`src/rtl/axil_pkg.sv`:
```
// Shared definitions for the AXI4-Lite block-copy initiator.
package axil_pkg;

  localparam int AXIL_ADDR_W = 32;
  localparam int AXIL_DATA_W = 32;
  localparam logic [3:0] WSTRB_ALL = 4'hF;

  typedef enum logic [2:0] {
    ST_IDLE  = 3'd0,
    ST_RADDR = 3'd1,
    ST_RDATA = 3'd2,
    ST_WRITE = 3'd3,
    ST_WRESP = 3'd4,
    ST_DONE  = 3'd5
  } xfer_state_t;

  function automatic logic [AXIL_ADDR_W-1:0] next_word_addr(input logic [AXIL_ADDR_W-1:0] addr);
    return addr + 32'd4;
  endfunction

endpackage

```
`src/rtl/axil_xfer.sv`:
```
// AXI4-Lite initiator copying len words from src_addr to dst_addr, one
// read/write/response round trip per word. All outputs are registered.
module axil_xfer
  import axil_pkg::*;
#(
  parameter int LEN_W = 16
) (
  input  logic                   clock,
  input  logic                   reset,
  input  logic                   start,
  input  logic [AXIL_ADDR_W-1:0] src_addr,
  input  logic [AXIL_ADDR_W-1:0] dst_addr,
  input  logic [LEN_W-1:0]       len,
  output logic                   busy,
  output logic                   done,
  output logic                   AWVALID,
  input  logic                   AWREADY,
  output logic [AXIL_ADDR_W-1:0] AWADDR,
  output logic                   WVALID,
  input  logic                   WREADY,
  output logic [AXIL_DATA_W-1:0] WDATA,
  output logic [3:0]             WSTRB,
  input  logic                   BVALID,
  output logic                   BREADY,
  output logic                   ARVALID,
  input  logic                   ARREADY,
  output logic [AXIL_ADDR_W-1:0] ARADDR,
  input  logic                   RVALID,
  output logic                   RREADY,
  input  logic [AXIL_DATA_W-1:0] RDATA
);

  xfer_state_t            state_r;
  logic [LEN_W-1:0]       cnt_r;
  logic [AXIL_ADDR_W-1:0] src_r;
  logic [AXIL_ADDR_W-1:0] dst_r;
  logic [AXIL_DATA_W-1:0] data_r;
  logic                   arvalid_r;
  logic                   rready_r;
  logic                   awvalid_r;
  logic                   wvalid_r;
  logic                   bready_r;
  logic                   busy_r;
  logic                   done_r;
  logic                   aw_ok_r;
  logic                   w_ok_r;

  logic                   aw_hs_s;
  logic                   w_hs_s;
  logic                   aw_all_s;
  logic                   w_all_s;
  logic [LEN_W-1:0]       cnt_dec_s;

  // AW and W may be accepted in different cycles; each side remembers its own acceptance.
  assign aw_hs_s   = awvalid_r & AWREADY;
  assign w_hs_s    = wvalid_r & WREADY;
  assign aw_all_s  = aw_ok_r | aw_hs_s;
  assign w_all_s   = w_ok_r | w_hs_s;
  assign cnt_dec_s = cnt_r - LEN_W'(1);

  // Transfer sequencer: state, address/count bookkeeping and registered handshake outputs.
  always_ff @(posedge clock) begin
    if (!reset) begin
      state_r   <= ST_IDLE;
      cnt_r     <= {LEN_W{1'b0}};
      src_r     <= 32'd0;
      dst_r     <= 32'd0;
      data_r    <= 32'd0;
      arvalid_r <= 1'b0;
      rready_r  <= 1'b0;
      awvalid_r <= 1'b0;
      wvalid_r  <= 1'b0;
      bready_r  <= 1'b0;
      busy_r    <= 1'b0;
      done_r    <= 1'b0;
      aw_ok_r   <= 1'b0;
      w_ok_r    <= 1'b0;
    end else begin
      case (state_r)
        ST_IDLE: begin
          done_r <= 1'b0;
          if (start) begin
            src_r  <= src_addr;
            dst_r  <= dst_addr;
            cnt_r  <= len;
            busy_r <= 1'b1;
            if (len == {LEN_W{1'b0}}) begin
              state_r <= ST_DONE;
              done_r  <= 1'b1;
            end else begin
              state_r   <= ST_RADDR;
              arvalid_r <= 1'b1;
            end
          end else begin
            busy_r <= 1'b0;
          end
        end
        ST_RADDR: begin
          if (ARREADY) begin
            arvalid_r <= 1'b0;
            rready_r  <= 1'b1;
            state_r   <= ST_RDATA;
          end
        end
        ST_RDATA: begin
          if (RVALID) begin
            data_r    <= RDATA;
            rready_r  <= 1'b0;
            awvalid_r <= 1'b1;
            wvalid_r  <= 1'b1;
            aw_ok_r   <= 1'b0;
            w_ok_r    <= 1'b0;
            state_r   <= ST_WRITE;
          end
        end
        ST_WRITE: begin
          if (aw_hs_s) begin
            awvalid_r <= 1'b0;
            aw_ok_r   <= 1'b1;
          end
          if (w_hs_s) begin
            wvalid_r <= 1'b0;
            w_ok_r   <= 1'b1;
          end
          if (aw_all_s && w_all_s) begin
            bready_r <= 1'b1;
            state_r  <= ST_WRESP;
          end
        end
        ST_WRESP: begin
          if (BVALID) begin
            bready_r <= 1'b0;
            src_r    <= next_word_addr(src_r);
            dst_r    <= next_word_addr(dst_r);
            cnt_r    <= cnt_dec_s;
            if (cnt_dec_s != {LEN_W{1'b0}}) begin
              arvalid_r <= 1'b1;
              state_r   <= ST_RADDR;
            end else begin
              done_r  <= 1'b1;
              state_r <= ST_DONE;
            end
          end
        end
        ST_DONE: begin
          done_r  <= 1'b0;
          busy_r  <= 1'b0;
          state_r <= ST_IDLE;
        end
        default: begin
          state_r   <= ST_IDLE;
          arvalid_r <= 1'b0;
          rready_r  <= 1'b0;
          awvalid_r <= 1'b0;
          wvalid_r  <= 1'b0;
          bready_r  <= 1'b0;
          busy_r    <= 1'b0;
          done_r    <= 1'b0;
        end
      endcase
    end
  end

  assign busy    = busy_r;
  assign done    = done_r;
  assign ARVALID = arvalid_r;
  assign ARADDR  = src_r;
  assign RREADY  = rready_r;
  assign AWVALID = awvalid_r;
  assign AWADDR  = dst_r;
  assign WVALID  = wvalid_r;
  assign WDATA   = data_r;
  assign WSTRB   = WSTRB_ALL;
  assign BREADY  = bready_r;

endmodule

```
`config.mk`:
```
export PLATFORM = sky130hd
export DESIGN_NAME = axil_xfer
export DESIGN_NICKNAME = d
export VERILOG_FILES = /design/src/rtl/axil_pkg.sv /design/src/rtl/axil_xfer.sv
export SDC_FILE = /design/constraint.sdc
export NUM_CORES = 1
export LEC_CHECK = 0
export BUFFER_PORTS_ARGS = -buffer_cell sky130_fd_sc_hd__buf_4
export CORE_ASPECT_RATIO = 0.8
export CORE_MARGIN = 4
export CORE_UTILIZATION = 34
export CTS_BUF_LIST = sky130_fd_sc_hd__clkbuf_8 sky130_fd_sc_hd__clkbuf_16
export DETAILED_ROUTE_END_ITERATION = 6
export HOLD_SLACK_MARGIN = 0.08
export SETUP_SLACK_MARGIN = 0.5
export SLEW_MARGIN = 20
export SYNTH_ARGS = -nofsm -noshare
export SYNTH_HDL_FRONTEND = slang
export SYNTH_SLANG_ARGS = --single-unit
```
`constraint.sdc`:
```
create_clock -name clock -period 1.94 [get_ports clock]
set_clock_uncertainty 0.05 [all_clocks]
set_input_delay 0 -clock clock [delete_from_list [all_inputs] [get_ports clock]]
set_output_delay 0 -clock clock [all_outputs]
set_load 0.005 [all_outputs]
```
# After elaboration in Yosys (flattened, before gate mapping)
# Cells that the tools add are included.
[classes]
reduce_logical = 23
add_sub_neg = 3
mux = 45
eq_ne = 15
bitwise_logic = 9
[op_table]
columns = ["op", "count"]
rows = [
  ["$mux 32", 4],
  ["$pmux 32 s2", 2],
  ["$add 32x3->32 const B", 2],
  ["$mux 16", 2],
  ["$pmux 16 s2", 1],
  ["$reduce_and 3->1", 8],
  ["$mux 3", 7],
  ["$ne 2x2->1 const B", 10],
  ["$mux 1", 19],
  ["$logic_not 16->1", 1],
  ["$reduce_bool 16->1", 1],
  ["$reduce_or 4->1", 4],
  ["$sub 16x1->16 const B", 1],
  ["$pmux 1 s3", 5],
  ["$pmux 3 s5", 1],
  ["$eq 3x2->1 const B", 2],
  ["$eq 3x3->1 const B", 2],
  ["$pmux 1 s2", 3],
  ["$reduce_and 6->1", 1],
  ["$reduce_or 3->1", 2],
  ["$not 1->1", 5],
  ["$reduce_and 5->1", 1],
  ["$pmux 1 s4", 1],
  ["$reduce_bool 2->1", 2],
  ["6 further kinds", 8],
]
[totals]
register_bits = 124

# Longest topological paths before layout
# Gate-level depths: netlist of run 1.
[depth]
word_depth = 5
depth_mapped = 9
ltp_nobuf = 7

# Least setup slack after synthesis of run 1
# OpenSTA, ideal clock, no wires.
[synth_timing]
path_type = "register -> register"
from = "register cnt_r[0]"
to = "register cnt_r[14]"
required_ns = 1.771
setup_time_ns = 0.119
synth_period_minus_slack_ns = 2.032
arrival_time_ns = 1.864
setup_slack_ns = -0.092
stages_incl_launch_ff = 10
cell_sequence = "dfxtp_1 buf_6 inv_1 ha_1 nor3b_1 clkbuf_8 nand3_1 nor4_1 a31oi_1 o221a_2"
[synth_between]
elab_chain_len = 3
[synth_rtl]
columns = ["element", "line", "source"]
rows = [
  ["start, declared", "axil_xfer.sv:34", "logic [LEN_W-1:0] cnt_r;"],
  ["start signal, assigned", "axil_xfer.sv:65", "cnt_r <= {LEN_W{1'b0}};"],
  ["start signal, assigned", "axil_xfer.sv:85", "cnt_r <= len;"],
  ["start signal, assigned", "axil_xfer.sv:135", "cnt_r <= cnt_dec_s;"],
  ["$sub 16x1->16", "axil_xfer.sv:59", "assign cnt_dec_s = cnt_r - LEN_W'(1);"],
  ["$mux 16", "axil_xfer.sv:131", "if (BVALID) begin"],
  ["$pmux 16 s2", "axil_xfer.sv:79", "case (state_r)"],
]
# Every way passes these cells. The select of a mux whose other input is x is not followed.
# A chain may end at the register's enable or synchronous reset.

# Worst setup path after layout of run 1
[layout_timing]
from = "register cnt_r[1]"
to = "register arvalid_r (netlist: ARVALID)"
[layout_between]
elab_chain_len = 4
[layout_rtl]
columns = ["element", "line", "source"]
rows = [
  ["$sub 16x1->16", "axil_xfer.sv:59", ""],
  ["$reduce_bool 16->1", "axil_xfer.sv:136", "if (cnt_dec_s != {LEN_W{1'b0}}) begin"],
  ["$ne 2x2->1 (no line)", "--", ""],
  ["$reduce_and 6->1 (no line)", "--", ""],
  ["end signal, assigned", "axil_xfer.sv:69", "arvalid_r <= 1'b0;"],
  ["end signal, assigned", "axil_xfer.sv:137", "arvalid_r <= 1'b1;"],
  ["end signal, assigned", "axil_xfer.sv:152", "arvalid_r <= 1'b0;"],
  ["end, declared", "axil_xfer.sv:38", "logic arvalid_r;"],
]
# Every way passes these cells.

==> results_tabular.tex, run 1 <==
\begin{tabular}{lr}
\hline
Metric & Value \\
\hline
\multicolumn{2}{l}{\textbf{Die}} \\
\quad Effective utilization at floorplan & 0.348 \\
\quad Top-Level Pins & 227 \\
\quad Standard-cell row count & 46 \\
\quad Total Die Area & 0.0227 mm2 \\
\quad Core region area & 0.0199 mm2 \\
\quad Chip Width & 168 um \\
\quad Chip height & 136 um \\
\multicolumn{2}{l}{\textbf{Clock network}} \\
\quad Clock Sinks & 124 \\
\quad Maximum count of clock buffers along a single path & 2 \\
\quad Clock-pin slew reported for the worst setup and hold paths after clock tree synthesis & 0.05 ns \\
\quad Level count of the clock H-tree & 4 \\
\quad Master cell of the clock root buffer & clkbuf\_16 \\
\quad Clock latency of the later-clocked register in the worst-skew pair & 0.43 ns \\
\quad CTS tree & yes \\
\quad Number of buffers inserted during clock tree synthesis & 17 \\
\multicolumn{2}{l}{\textbf{Yosys}} \\
\quad Combinational family with the most area after synthesis & simple AND/OR/NAND/NOR gates \\
\quad Register bit total from synthesis & 124 \\
\quad Synth Area in Adders & 0.00723 \\
\quad Simple-gate share of the synthesized area & 0.288 \\
\quad Share of Yosys cell area claimed by the top area cell type & 0.359 \\
\quad Post-synth ARST share & 0 \\
\quad Synthesized instance count & 920 \\
\quad Post-synthesis xor/xnor area fraction & 0.00253 \\
\quad Synthesized area per cell & 7.53 um2 \\
\quad Compound-Gate Fraction of Synth Area & 0.271 \\
\quad EDFF count, synth & 0 \\
\quad Number of warnings printed during yosys synthesis & 0 \\
\quad Post-Syn Area & 0.00692 mm2 \\
\quad Synth area leaders & dfxtp\_1, a21oi\_1, nand2\_1, nor2\_1, o21ai\_0 \\
\quad Prevailing post-synth register cell & dfxtp\_1 \\
\quad Cell taking the most area after synthesis & dfxtp\_1 \\
\quad Share of the yosys chip area belonging to registers & 0.359 \\
\quad Count of cell types in the netlist & 73 \\
\quad Share of cell area taken by muxes after synthesis & 0.00651 \\
\multicolumn{2}{l}{\textbf{Detailed routing}} \\
\quad DRC & 0 \\
\quad DRC violation total after the first TritonRoute iteration & 748 \\
\quad Routed wire length & 31.4 mm \\
\quad Number of optimization iterations in the first detailed-route pass & 5 \\
\quad WL/cell & 19.0 um \\
\quad Number of vias in the routed layout & 9,247 \\
\quad Via/cell ratio & 5.61 \\
\quad Post-DRT Antenna Nets & 0 \\
\multicolumn{2}{l}{\textbf{Critical path}} \\
\quad Arrival time reported for the critical path endpoint & 2.22 ns \\
\quad Crit path cell chain & inv\_2 > ha\_4 > nor3b\_4 > and4b\_1 > a211o\_1 > nand4b\_2 > o311a\_1 \\
\quad Kind of cell adding the most delay to the critical path & simple AND/OR/NAND/NOR gates \\
\quad Number of cell instances on the worst register-to-register path & 7 \\
\quad Sum of buffers and inverters on the critical path & 1 \\
\quad Category of the most critical setup path & reg2reg \\
\quad Depth of the critical timing path with buffers and inverters included & 7 \\
\quad CP Data Required Time & 2.20 ns \\
\quad Cell with the largest stage delay on the worst path & nor3b\_4 \\
\quad Max Fanout on Critical Path & 6 \\
\quad Critical path capture point type & flip-flop \\
\quad Delay contributed by the slowest stage of the critical path & 0.36 ns \\
\quad Category of the worst setup path launch point & flip-flop \\
\multicolumn{2}{l}{\textbf{Global route}} \\
\quad Vias in the first global route & 8,888 \\
\quad Leftover overflow at the end of global routing & 0 \\
\quad Number of antenna violations at the first check in global routing & 0 \\
\quad Total global routing track utilization & 0.258 \\
\quad Global-route wire length before repair & 47.7 mm \\
\quad Largest net degree at the start of global routing & 34 \\
\multicolumn{2}{l}{\textbf{Status}} \\
\quad Run status & complete, but fails checks \\
\quad Violated checks & negative setup slack \\
\multicolumn{2}{l}{\textbf{STA}} \\
\quad Setup Viol. Count Final & 1 \\
\quad Maximum achievable frequency & 510 MHz \\
\quad Unrepaired setup endpoints after global routing & yes \\
\quad Count of endpoints failing hold in the final timing report & 0 \\
\quad Final worst setup slack & -0.0205 ns \\
\quad Worst hold slack & 0.103 ns \\
\quad Slew Viols, Final & 0 \\
\quad Final worst-path cycle share & 1.01 \\
\quad Min Clock Period, post-route & 1.96 ns \\
\multicolumn{2}{l}{\textbf{Finish}} \\
\quad Proportion of layout cells with a drive suffix above 1 & 0.466 \\
\quad Count of inserted antenna diode cells & 0 \\
\quad Area of the multi-input gates & 0.00496 mm2 \\
\quad Share of the core filled with cells in the final layout & 0.674 \\
\quad Area Overhead vs Synth & 93.9\% \\
\quad Flip-flop and latch area & 0.00259 mm2 \\
\quad Final net count & 1,497 \\
\quad Filler Cell Count & 1,583 \\
\multicolumn{2}{l}{\textbf{Worst hold path}} \\
\quad Worst min-delay path class & in2reg \\
\quad Hold Path Stages & 5 \\
\multicolumn{2}{l}{\textbf{Pwr}} \\
\quad Leakage power & 5.57 nW \\
\quad Flop pwr share & 0.336 \\
\quad Part of the total power dissipated in the clock network & 0.366 \\
\quad Switch Pwr & 0.00265 W \\
\quad Internal power consumption & 0.00641 W \\
\quad Peak supply drop & 0.508 mV \\
\quad Total power density per cell area & 675 mW/mm2 \\
\quad Switching Fraction & 0.293 \\
\quad Part of the power in combinational logic & 0.298 \\
\multicolumn{2}{l}{\textbf{Place}} \\
\quad Final HPWL DP & 18.0 mm \\
\quad Final weighted congestion of routability-driven global placement & 0.844 \\
\quad IO buf count & 222 \\
\quad Post-Place Setup Slack & 0.00833 ns \\
\multicolumn{2}{l}{\textbf{Run}} \\
\quad Max\_cap viols & 0 \\
\hline
\end{tabular}
==> synthesized netlist by cell type (all sizes together), types with 3 or more instances <==
cell type / n
a211oi: 13
a21o: 3
a21oi: 112
a22o: 5
a22oi: 8
a311oi: 12
a31oi: 12
a32oi: 4
a41oi: 4
and2: 13
and3: 21
and4: 14
buf: 31
clkbuf: 51
dfxtp: 124
ha: 4
inv: 6
nand2: 144
nand3: 36
nand4: 21
nor2: 84
nor3: 33
nor3b: 5
nor4: 18
o211ai: 4
o21a: 7
o21ai: 51
o221a: 15
o22ai: 8
o31a: 4
o31ai: 7
o32ai: 3
or4: 4
==> registers in the layout, summed over array words and instances, names as in the netlist <==
signal,count
aw_ok_r,1
WDATA,32
ARADDR,32
ARVALID,1
RREADY,1
AWVALID,1
AWADDR,32
done,1
cnt_r,16
state_r,3
WVALID,1
busy,1
BREADY,1
w_ok_r,1
==> metrics by stage <==
step	cells	area [um2]	total power (W)	TNS, ns
2_1_floorplan	923	7790	0.00415	0
3_3_place_gp	1397	9720	0.00498	0
3_5_place_dp	1397	9720	0.00499	0
4_1_cts	1622	12900	0.00886	0
5_1_grt	1649	13400	0.00942	-0.149
6_report	1649	13400	0.00906	-0.0205
==> final timing paths <==
path,startpoint,to,slack [ns]
max reg2reg,cnt_r[1]$_SDFFE_PN0P_,ARVALID$_SDFFE_PN0P_,-0.02
min,WREADY,state_r[1]$_SDFFE_PN0P_,0.10
max,cnt_r[1]$_SDFFE_PN0P_,ARVALID$_SDFFE_PN0P_,-0.02
min reg2reg,AWADDR[0]$_SDFFE_PN0P_,AWADDR[0]$_SDFFE_PN0P_,0.40
==> worst register-to-register path: cells and delay by family, from the launching register on <==
family                   cells  cell delay (ns)
flip-flops                   1             0.33
adder cells (fa/ha/maj)      1             0.16
AND/OR/NAND/NOR              3             0.77
AO/OA/AOI/OAI                2             0.45
buffers and inverters        1             0.08
==> layout by cell type (no fill, tap or decap), drive strengths merged, types with 24 or more instances in the layout <==
master / synthesis / final
dlygate4sd3: 0 / 119
a21oi: 112 / 112
dfxtp: 124 / 124
o21ai: 51 / 51
nand3: 36 / 36
clkbuf: 51 / 24
nand2: 144 / 144
nor3: 33 / 33
nor2: 84 / 84
buf: 31 / 383
==> routing by layer <==
| layer | global-route usage | wire length (um) |
|---|---|---|
| met5 | 0 | 0 |
| met4 | 0.0829 | 732 |
| met3 | 0.0554 | 2170 |
| met2 | 0.422 | 15000 |
| met1 | 0.343 | 13500 |
==> layout make-up <==
| class | count | share of cell area |
|---|---|---|
| clock buffer | 21 | 0.0358 |
| clock inverter | 10 | 0.00923 |
| inverter | 7 | 0.00214 |
| multi-input combinational | 711 | 0.370 |
| sequential | 124 | 0.193 |
| tap | 264 | 0.0246 |
| timing repair buffer | 512 | 0.365 |
==> power by group through the flow <==
stage               Sequential [W]  Combinational (W)  Clock (W)
floorplan                  0.00304            0.00111          0
global placement           0.00309            0.00189          0
detailed placement         0.00309            0.00190          0
CTS                        0.00302            0.00248    0.00336
global route               0.00308            0.00288    0.00346
finish                     0.00305            0.00270    0.00331
==> cells by family after synthesis <==
family	count (synthesis)
mux	3
compound gates	291
simple gates	406
buf+inv	89
xor+xnor	2
flops	124
fa+ha+maj	4
other cells	1
==> what timing repair did <==
item,in CTS,in global routing
pin swaps,40,49
hold buffers,119,0
gates resized for setup,109,77
gates cloned,17,3
setup buffers,58,24
endpoints found under the hold margin,123,0
setup endpoints to repair,119,118
Note: power is estimated with default switching activity, not from simulation.
==> run 2: changes to the inputs <==
- PLACE_DENSITY: unset -> 0.61
==> results_tabular.tex, run 2 (same netlist as run 1, synthesis figures left out) <==
\begin{tabular}{lr}
\hline
Metric & Value \\
\hline
\multicolumn{2}{l}{\textbf{Place}} \\
\quad Final HPWL DP & 17.8 mm (-1.2\%) \\
\quad IO buf count & 222 (unchanged) \\
\quad Post-Place Setup Slack & 0.0371 ns (+0.0288 ns) \\
\quad \# placed instances & 1,392 (-0.36\%) \\
\quad Final weighted congestion of routability-driven global placement & 0.861 (+2.0\%) \\
\multicolumn{2}{l}{\textbf{Critical path}} \\
\quad Number of cell instances on the worst register-to-register path & 5 (-2) \\
\quad Launch point of the worst reg-to-reg path & cnt\_r[0]\$\_SDFFE\_PN0P\_ \\
\quad Category of the worst setup path launch point & flip-flop \\
\quad CP Data Required Time & 2.20 ns (about the same) \\
\quad Category of the most critical setup path & reg2reg \\
\quad Max Fanout on Critical Path & 4 (-2) \\
\quad Critical path capture point type & flip-flop \\
\quad FF-to-FF setup slack & 0.06 ns (+0.08 ns) \\
\quad Arrival time reported for the critical path endpoint & 2.14 ns (-0.08 ns) \\
\quad FF-to-FF End & ARVALID\$\_SDFFE\_PN0P\_ \\
\multicolumn{2}{l}{\textbf{Global route}} \\
\quad Total global routing track utilization & 0.243 (-0.0153) \\
\quad Vias in the first global route & 8,494 (-4.4\%) \\
\quad Global-route wire length before repair & 45.1 mm (-5.5\%) \\
\quad Largest net degree at the start of global routing & 42 (+24\%) \\
\quad Number of antenna violations at the first check in global routing & 0 (unchanged) \\
\quad Leftover overflow at the end of global routing & 0 (unchanged) \\
\multicolumn{2}{l}{\textbf{Finish}} \\
\quad Most common cell after layout, fill and taps aside & buf\_4 \\
\quad Final net count & 1,444 (-3.5\%) \\
\quad Proportion of layout cells with a drive suffix above 1 & 0.422 (-0.0441) \\
\quad Filler Cell Count & 1,737 (+9.7\%) \\
\quad Area Overhead vs Synth & 78.9\% \\
\quad Non-Filler Instances & 1,597 (-3.2\%) \\
\quad Commonest non-fill, non-tap cells in the layout & buf\_4, nand2\_1, dlygate4sd3\_1, a21oi\_1, dfxtp\_1 \\
\quad Count of inserted antenna diode cells & 0 (unchanged) \\
\multicolumn{2}{l}{\textbf{Clock network}} \\
\quad Level count of the clock H-tree & 4 (unchanged) \\
\quad Number of buffers inserted during clock tree synthesis & 17 (unchanged) \\
\quad Clock latency of the later-clocked register in the worst-skew pair & 0.42 ns (about the same) \\
\quad Maximum count of clock buffers along a single path & 2 (unchanged) \\
\quad CTS tree & yes \\
\quad Master cell of the clock root buffer & clkbuf\_16 \\
\quad Clock-pin slew reported for the worst setup and hold paths after clock tree synthesis & 0.06 ns (about the same) \\
\quad Clock Sinks & 124 (unchanged) \\
\multicolumn{2}{l}{\textbf{Detailed routing}} \\
\quad WL/cell & 17.8 um (-6.5\%) \\
\quad Post-DRT Antenna Nets & 0 (unchanged) \\
\quad Number of optimization iterations in the first detailed-route pass & 5 (unchanged) \\
\quad DRC & 0 (unchanged) \\
\quad Via/cell ratio & 5.45 (-2.8\%) \\
\quad Routed wire length & 28.4 mm (-9.5\%) \\
\quad DRC violation total after the first TritonRoute iteration & 732 (-2.1\%) \\
\quad Number of vias in the routed layout & 8,709 (-5.8\%) \\
\multicolumn{2}{l}{\textbf{Pwr}} \\
\quad Flop pwr share & 0.346 (+0.010) \\
\quad Part of the total power dissipated in the clock network & 0.383 (+0.017) \\
\quad Leakage power & 5.13 nW (-7.9\%) \\
\quad Switching Fraction & 0.292 (-0.000592) \\
\quad PnR Total Power & 0.00882 W (-2.7\%) \\
\quad Peak supply drop & 0.466 mV (-8.4\%) \\
\quad Part of the power in combinational logic & 0.271 (-0.027) \\
\quad Internal power consumption & 0.00624 W (-2.6\%) \\
\quad Total power density per cell area & 712 mW/mm2 (+5.4\%) \\
\quad Switch Pwr & 0.00257 W (-2.9\%) \\
\multicolumn{2}{l}{\textbf{STA}} \\
\quad Maximum achievable frequency & 532 MHz (+4.3\%) \\
\quad Count of endpoints failing hold in the final timing report & 0 (unchanged) \\
\quad Post-Route Setup TNS & 0 ns (+0.0205 ns) \\
\quad Min Clock Period, post-route & 1.88 ns (-0.0814 ns) \\
\quad Worst relative slew slack & 0.657 \\
\quad Setup Viol. Count Final & 0 (-1) \\
\quad Final worst setup slack & 0.0609 ns (+0.0814 ns) \\
\quad Slew Viols, Final & 0 (unchanged) \\
\quad Final worst-path cycle share & 0.969 (-0.0419) \\
\quad Transition time at the pin with the least slew margin & 0.510 ns \\
\quad Unrepaired setup endpoints after global routing & yes \\
\multicolumn{2}{l}{\textbf{Die}} \\
\quad Total Die Area & 0.0227 mm2 (unchanged) \\
\quad Effective utilization at floorplan & 0.348 (unchanged) \\
\quad Standard-cell row count & 46 (unchanged) \\
\quad Top-Level Pins & 227 (unchanged) \\
\quad Core region area & 0.0199 mm2 (unchanged) \\
\quad Chip height & 136 um (unchanged) \\
\quad Chip Width & 168 um (unchanged) \\
\multicolumn{2}{l}{\textbf{Run}} \\
\quad Max\_cap viols & 0 (unchanged) \\
\multicolumn{2}{l}{\textbf{Worst hold path}} \\
\quad Worst min-delay path class & in2reg \\
\quad Hold Path Stages & 5 (unchanged) \\
\quad Sink of the worst hold path & done\$\_SDFFE\_PN0P\_ \\
\quad Hold Startpoint & start \\
\multicolumn{2}{l}{\textbf{Status}} \\
\quad Run status & complete, no violations \\
\hline
\end{tabular}
[run 2: layout make-up]
type	count	area, um2	share of cell area
flip-flops and latches	124	2590	0.209
multi-input cells	711	4750	0.383
clock inverters	12	143	0.0115
inverters	7	27.5	0.00222
well taps	264	330	0.0267
repair buffers	459	4070	0.329
clock buffers	20	478	0.0386
[run 2: how the worst max path moves through the flow]
stage	cells after the start	slack [ns]	start	end
2_1_floorplan	6	0.06	cnt_r[4]$_SDFFE_PN0P_	ARVALID$_SDFFE_PN0P_
3_3_place_gp	7	0.06	cnt_r[1]$_SDFFE_PN0P_	ARVALID$_SDFFE_PN0P_
3_5_place_dp	5	0.04	cnt_r[3]$_SDFFE_PN0P_	ARVALID$_SDFFE_PN0P_
4_1_cts	5	0.06	cnt_r[4]$_SDFFE_PN0P_	ARVALID$_SDFFE_PN0P_
5_1_grt	8	0.008	cnt_r[0]$_SDFFE_PN0P_	ARVALID$_SDFFE_PN0P_
6_report	5	0.06	cnt_r[0]$_SDFFE_PN0P_	ARVALID$_SDFFE_PN0P_
[run 2: routing by layer]
| metal | routed length [um] | global-route usage |
|---|---|---|
| met5 | 0 | 0 |
| met4 | 463 | 0.0703 |
| met3 | 1810 | 0.0586 |
| met2 | 13400 | 0.391 |
| met1 | 12800 | 0.327 |
[run 2: stage by stage]
| step | cell area [um2] | utilization | hold slack [ns] |
|---|---|---|---|
| final | 12400 | 0.622 | 0.109 |
| after CTS | 12200 | 0.610 | 0.0978 |
| after floorplan | 7790 | - | 0.0494 |
| after detailed placement | 9630 | 0.483 | 0.206 |
| after global routing | 12400 | 0.622 | 0.162 |
| after global placement | 9630 | 0.483 | 0.196 |
[run 2: timing repair]
item / CTS / global route
buffers inserted: 36 / 9
gates cloned: 9 / 0
hold buffers: 119 / 0
pin swaps: 18 / 15
hold endpoints to repair: 122 / 0
endpoints found under the setup margin: 119 / 119
resized for setup: 66 / 40
[run 2: power groups by stage]
stage | Clock, W | Combinational, W | Sequential, W
3_5_place_dp | 0 | 0.00184 | 0.00309
2_1_floorplan | 0 | 0.00111 | 0.00304
6_report | 0.00338 | 0.00239 | 0.00305
3_3_place_gp | 0 | 0.00183 | 0.00309
4_1_cts | 0.00343 | 0.00230 | 0.00303
5_1_grt | 0.00356 | 0.00259 | 0.00308
[run 2: worst max-delay path, stage by stage (launching register included)]
cell and delay (ns):
dfxtp_4 0.35, or4_4 0.55, nor4_4 0.24, a211o_1 0.18
nand4b_4 0.11, o311a_1 0.29
